**config.mk**
```make
export PLATFORM = sky130hd
export DESIGN_NAME = ps2_key_event_decoder
export DESIGN_NICKNAME = d
export VERILOG_FILES = /design/src/rtl/ps2_key_event_decoder.sv
export SDC_FILE = /design/constraint.sdc
export NUM_CORES = 1
export LEC_CHECK = 0
export ABC_AREA = 1
export ABC_CLOCK_PERIOD_IN_PS = 5640
export BUFFER_PORTS_ARGS = -buffer_cell sky130_fd_sc_hd__buf_4
export CAP_MARGIN = 10
export CORE_AREA = 2 2 96 70
export CTS_CLUSTER_SIZE = 20
export DETAILED_ROUTE_END_ITERATION = 6
export DIE_AREA = 0 0 98 72
export PLACE_DENSITY = 0.68
export SYNTH_ARGS = -nofsm -noshare
export SYNTH_HDL_FRONTEND = slang
export SYNTH_SLANG_ARGS = --single-unit
export TNS_END_PERCENT = 10
```
**constraint.sdc**
```tcl
create_clock -name CLOCK_50 -period 5.64 [get_ports CLOCK_50]
set_input_delay 0 -clock CLOCK_50 [delete_from_list [all_inputs] [get_ports CLOCK_50]]
set_output_delay 0 -clock CLOCK_50 [all_outputs]
set_load 0.01 [all_outputs]
```
**src/rtl/ps2_key_event_decoder.sv**
```systemverilog
// ps2_key_event_decoder
//   Turns the raw PS/2 Set-2 byte stream into single make/break key events.
//   Handles plain, E0-extended, F0 break and E1 pause sequences. Decoded
//   events are queued in a small FIFO with a valid/ready output. A live
//   held-key bitmap for the game controls is also kept, and it follows the
//   keyboard even when the consumer stalls.
//
// Ports
//   CLOCK_50          system clock, all logic on posedge
//   reset             synchronous, active-high reset
//   received_data     byte from the PS/2 controller
//   received_data_en  one-cycle strobe per received byte
//   evt_valid         FIFO non-empty, head event presented
//   evt_ready         consumer accepts the head when evt_valid & evt_ready
//   evt_code          scan code of the head event, prefixes stripped
//   evt_ext           head event had an E0 prefix
//   evt_break         head event is a release
//   held_keys         [0]up [1]down [2]left [3]right [4]space [5]enter
//   overflow          sticky, an event was dropped because the FIFO was full
module ps2_key_event_decoder #(
    parameter int FIFO_DEPTH = 4,
    parameter int FIFO_AW    = 2
) (
    input  logic       CLOCK_50,
    input  logic       reset,
    input  logic [7:0] received_data,
    input  logic       received_data_en,
    output logic       evt_valid,
    input  logic       evt_ready,
    output logic [7:0] evt_code,
    output logic       evt_ext,
    output logic       evt_break,
    output logic [5:0] held_keys,
    output logic       overflow
);

    typedef enum logic [2:0] {IDLE, EXT, BRK, EXT_BRK, SKIP} state_t;

    typedef struct packed {
        logic [7:0] code;
        logic       ext;
        logic       brk;
    } event_t;

    localparam logic [FIFO_AW:0] DEPTH = (FIFO_AW + 1)'(FIFO_DEPTH);

    state_t               state;
    logic [2:0]           skip_cnt;
    event_t               mem [FIFO_DEPTH];
    logic [FIFO_AW-1:0]   wr_ptr;
    logic [FIFO_AW-1:0]   rd_ptr;
    logic [FIFO_AW:0]     count;
    logic                 push;
    event_t               push_evt;
    logic                 pop;
    logic                 full;
    logic                 wr_en;
    event_t               head;

    // Decide, in the strobe cycle itself, whether this byte completes an event.
    always_comb begin
        // NOTE: every signal driven here gets a default first, so no path can
        // leave it unassigned and infer a latch; combinational logic uses '='.
        push     = 1'b0;
        push_evt = '{code: received_data, ext: 1'b0, brk: 1'b0};
        if (received_data_en) begin
            case (state)
                IDLE: begin
                    // Prefixes change state; ACKs, BAT results and errors are noise.
                    if (!(received_data inside {8'hE0, 8'hF0, 8'hE1, 8'hAA,
                                                8'hFA, 8'hFE, 8'hEE, 8'h00, 8'hFF}))
                        push = 1'b1;
                end
                EXT: begin
                    // E0 12 is the fake-shift the keyboard emits around some keys.
                    if (!(received_data inside {8'hF0, 8'h12, 8'hE0})) begin
                        push         = 1'b1;
                        push_evt.ext = 1'b1;
                    end
                end
                BRK: begin
                    push         = 1'b1;
                    push_evt.brk = 1'b1;
                end
                EXT_BRK: begin
                    if (received_data != 8'h12) begin
                        push         = 1'b1;
                        push_evt.ext = 1'b1;
                        push_evt.brk = 1'b1;
                    end
                end
                default: ;
            endcase
        end
    end

    // Prefix tracking FSM; advances only on strobe cycles.
    always_ff @(posedge CLOCK_50) begin
        // NOTE: sequential state is always assigned with '<=' so every register
        // samples the pre-edge values of the others.
        if (reset) begin
            state    <= IDLE;
            skip_cnt <= '0;
        end else if (received_data_en) begin
            case (state)
                IDLE: begin
                    if (received_data == 8'hE0)      state <= EXT;
                    else if (received_data == 8'hF0) state <= BRK;
                    else if (received_data == 8'hE1) begin
                        // Pause sends E1 followed by seven more bytes to swallow.
                        state    <= SKIP;
                        skip_cnt <= 3'd7;
                    end
                end
                EXT:     state <= (received_data == 8'hF0) ? EXT_BRK : IDLE;
                BRK:     state <= IDLE;
                EXT_BRK: state <= IDLE;
                SKIP: begin
                    skip_cnt <= skip_cnt - 3'd1;
                    if (skip_cnt == 3'd1) state <= IDLE;
                end
                default: state <= IDLE;
            endcase
        end
    end

    assign full  = (count == DEPTH);
    assign pop   = evt_valid & evt_ready;
    // A push into a full FIFO still goes through when the head leaves this cycle.
    assign wr_en = push & (~full | pop);

    // NOTE: the storage array has no reset; count alone defines which entries
    // are live, and the head outputs are forced to zero while empty.
    always_ff @(posedge CLOCK_50) begin
        if (wr_en) mem[wr_ptr] <= push_evt;
    end

    always_ff @(posedge CLOCK_50) begin
        if (reset) begin
            wr_ptr   <= '0;
            rd_ptr   <= '0;
            count    <= '0;
            overflow <= 1'b0;
        end else begin
            if (wr_en) wr_ptr <= wr_ptr + 1'b1;
            if (pop)   rd_ptr <= rd_ptr + 1'b1;
            count <= count + {{FIFO_AW{1'b0}}, wr_en} - {{FIFO_AW{1'b0}}, pop};
            if (push && full && !pop) overflow <= 1'b1;
        end
    end

    // One-hot bit of held_keys addressed by an event; the E0 flag must match.
    function automatic logic [5:0] key_mask(input event_t e);
        logic [5:0] m;
        m = '0;
        case ({e.ext, e.code})
            {1'b1, 8'h75}: m[0] = 1'b1;
            {1'b1, 8'h72}: m[1] = 1'b1;
            {1'b1, 8'h6B}: m[2] = 1'b1;
            {1'b1, 8'h74}: m[3] = 1'b1;
            {1'b0, 8'h29}: m[4] = 1'b1;
            {1'b0, 8'h5A}: m[5] = 1'b1;
            default:       m    = '0;
        endcase
        return m;
    endfunction

    // Tracks every decoded event, including one the FIFO had to drop.
    always_ff @(posedge CLOCK_50) begin
        if (reset)
            held_keys <= '0;
        else if (push)
            held_keys <= push_evt.brk ? (held_keys & ~key_mask(push_evt))
                                      : (held_keys |  key_mask(push_evt));
    end

    assign head      = mem[rd_ptr];
    assign evt_valid = (count != '0);
    assign evt_code  = evt_valid ? head.code : 8'h00;
    assign evt_ext   = evt_valid & head.ext;
    assign evt_break = evt_valid & head.brk;

endmodule

```
==> flow_summary_export.csv <==
group,metric,value,unit
run_status,status,"complete, no violations",
final_layout,drive_gt1_share,17.9,%
die,coreArea,6100,sq um
power_and_ir_drop,intPower,0.928,mW
worst_setup_path,worstSetupPathType,"input pin to register",
yosys,synth_cells,345,
yosys,synth_seq_area_share,54.6,%
worst_setup_path,required,5.87,ns
die,dieArea,7060,sq um
grt,antenna_found_initial,0,
power_and_ir_drop,leakagePower,1.46,nW
yosys,synth-edff-count,40,
yosys,avgSynthCellArea,8.71,sq um
timing,worst_pin_slew,0.991,ns
power_and_ir_drop,power_density,413,nW/um^2
die,die_h,72,um
worst_setup_path,ff2ff_path_depth,14,
grt,grt_pass1_wl,10.8,mm
placed_design,place_congestion,0.876,
power_and_ir_drop,power,1.46,mW
routing,wl,6.23,mm
worst_setup_path,ff2ff_setup_slack,3.28,ns
die,initial_utilization,49.3,%
yosys,synthTopCellsByArea,"edfxtp_1 (40%), dfxtp_1 (15%), nor2_1 (10%), nand2_1 (6.2%), inv_1 (4.6%)",
timing,fin_crit_sh,42.9,%
routing,drtIter0Drc,130,
timing,fin_worst_skew,0.00606,ns
routing,post-route-drc-count,0,
yosys,async_flop_share,0,%
worst_setup_path,crit_path_end_kind,"register",
power_and_ir_drop,p_switching,0.530,mW
grt,grtUsageTotal,19.7,%
worst_hold_path,holdPathStages,4,
grt,grt_remaining_overflow,0,
placed_design,dp.final_hpwl,4.34,mm
yosys,synth_seq_cells,62,
clocking,cts_max_path_buffers,2,
clocking,root_buffer,"clkbuf_8",
worst_setup_path,worst_ep_arrival_time,2.65,ns
yosys,yosys.area.top_type_share,40.0,%
power_and_ir_drop,pwr-share-comb,35.1,%
routing,antenna_left,0,
worst_setup_path,r2r-start,"state[0]$_SDFFE_PP0P_",
timing,max_freq,0.413,GHz
worst_setup_path,start_kind,"input pin",
timing,grt_setup_unrepaired,"false",
die,fp-row-count,24,
yosys,synth_cell_type_count,31,
grt,grt_max_degree,22,
timing,hold_viol_final,0,
final_layout,diodes,0,
clocking,cts_setup_buffers,0,
final_layout,nets,407,
die,ioPinCount,30,
power_and_ir_drop,clkPwrFrac,22.1,%
clocking,cts_tree,"yes",
die,die_w,98,um
timing,fin_tns_setup,0,ns
timing,relSlewSlack,33.7,%
placed_design,io_buffers,29,
clocking,htreeDepth,3,
worst_hold_path,holdCritStartpoint,"evt_ready",
clocking,clock_latency,0.34,ns
yosys,synthFlopType,"edfxtp_1",
worst_setup_path,r2r_end,"count[2]$_SDFF_PP0_",
routing,drtPass1Iterations,4,
clocking,clock_sinks,62,
power_and_ir_drop,p_seq_share,42.8,%
worst_setup_path,cp_max_fo,9,
flow_run,maxCapViolations,0,
yosys,synth.largest_area_cell,"edfxtp_1",
power_and_ir_drop,netSwitchingFraction,36.4,%
clocking,clk_pin_slew,0.06,ns
routing,avgRoutedWirePerCell,13.3,um
grt,grt_pass1_vias,2304,
final_layout,area_delta_synth_final,17.4,%
timing,drv_slew,0,
worst_hold_path,whs_endpoint,"rd_ptr[0]$_SDFFE_PP0P_",
clocking,cts_buffers,9,
yosys,syn_nets,366,
routing,vias_per_cell,4.92,
timing,setup_violations,0,
power_and_ir_drop,peakVddDrop,0.161,mV
timing,finalCriticalPeriod,2.42,ns
worst_hold_path,min_path_type,"input pin to register",
yosys,netlist_area,3010,sq um
yosys,yosys_warnings,0,
routing,vias,2308,
-- layout by cell type (no fill, tap or decap), drive strengths merged --
cell type    Yosys  layout
clkinv           1       5
and3             1       1
inv             42      42
ha               8       8
nor3             2       2
clkinvlp         0       1
o211ai           2       2
o22ai            1       1
dlygate4sd3      0       9
a21oi           26      26
nand3            9       9
a211oi           2       2
xor2             2       2
buf              3      30
clkbuf           6      11
edfxtp          40      40
nand3b           1       1
dfxtp           22      22
o21ai           26      26
nand2           61      61
nor2            87      87
nor4             1       1
a31oi            1       1
fa               1       1
-- cell type report --
| cell class | count | area [sq um] |
|---|---|---|
| repair buffers | 39 | 315 |
| fillers | 564 | 2570 |
| clock inverters | 5 | 26.3 |
| clock buffers | 11 | 131 |
| well taps | 78 | 97.6 |
| inverters | 43 | 161 |
| multi-input cells | 231 | 1160 |
| flip-flops and latches | 62 | 1640 |
-- per-layer routing --
layer	vias to the layer above	GRT usage [%]	part of all wire, %
met4	0	5.25	0.55
met5	-	0	0
met1	1042	26.9	47
li1	1197	-	-
met3	4	6.94	6.5
met2	65	30.4	46
-- cell families (layout without fill, tap and decap cells) --
group / Yosys count / count (layout) / synth area share (%)
compound gates: 58 / 58 / 10.5
xor+xnor: 2 / 2 / 0.583
fa+ha+maj: 9 / 9 / 4.00
buf+inv: 52 / 98 / 6.91
flops: 62 / 62 / 54.6
simple gates: 162 / 162 / 23.4
-- worst max path at each step --
stage | cells past startpoint | slack [ns] | endpoint | startpoint
after floorplan | 14 | 3.45 | count[2]$_SDFF_PP0_ | state[0]$_SDFFE_PP0P_
after global placement | 14 | 3.34 | count[2]$_SDFF_PP0_ | state[0]$_SDFFE_PP0P_
after detailed placement | 14 | 3.27 | count[2]$_SDFF_PP0_ | state[0]$_SDFFE_PP0P_
after CTS | 17 | 3.24 | count[2]$_SDFF_PP0_ | received_data[0]
after global routing | 17 | 2.98 | count[2]$_SDFF_PP0_ | received_data[0]
final | 17 | 3.22 | count[1]$_SDFF_PP0_ | received_data[3]
-- metrics by stage --
| step | hold slack [ns] | area, sq um | utilization [%] | worst slack (ns) | instances |
|---|---|---|---|---|---|
| 3_3_place_gp | 0.240 | 3280 | 53.8 | 3.34 | 444 |
| 2_1_floorplan | 0.0989 | 3010 | - | 3.45 | 345 |
| 6_report | 0.0677 | 3530 | 57.9 | 3.22 | 469 |
| 3_5_place_dp | 0.242 | 3280 | 53.8 | 3.27 | 444 |
| 4_1_cts | 0.0697 | 3530 | 57.9 | 3.24 | 469 |
| 5_1_grt | 0.117 | 3530 | 57.9 | 2.98 | 469 |
-- cell usage after synthesis (5+ instances only) --
cell,number
nor2_1,80
nand2_1,50
edfxtp_1,40
inv_1,37
o21ai_0,26
a21oi_1,24
dfxtp_1,22
nand2_2,10
nand3_1,9
ha_1,8
clkbuf_1,6
inv_2,5
nor2_2,5
-- repair_timing --
item                                   in CTS  in global routing
gates resized for setup                     0                  0
endpoints found under the hold margin      40                  0
hold buffers                                9                  0
setup endpoints to repair                   0                  0
-- critical path, cell delays in order --
cell           delay [ns]
dlygate4sd3_1        0.56
buf_4                0.17
inv_2                0.09
nand2_4              0.06
nor2_2               0.19
nand2_1              0.12
nand2_2              0.11
nor2_2               0.05
nor2_4               0.10
nand2_2              0.09
nand3b_4             0.12
ha_1                 0.24
inv_1                0.07
ha_1                 0.17
fa_1                 0.42
inv_1                0.06
nor2_1               0.03
-- power by group through the flow --
stage	clock network (mW)	logic (mW)	registers, mW
after global routing	0.350	0.581	0.634
after global placement	0	0.494	0.633
after CTS	0.326	0.517	0.625
after detailed placement	0	0.509	0.634
final	0.322	0.512	0.624
after floorplan	0	0.357	0.610
Note: power is estimated with default switching activity, not from simulation.
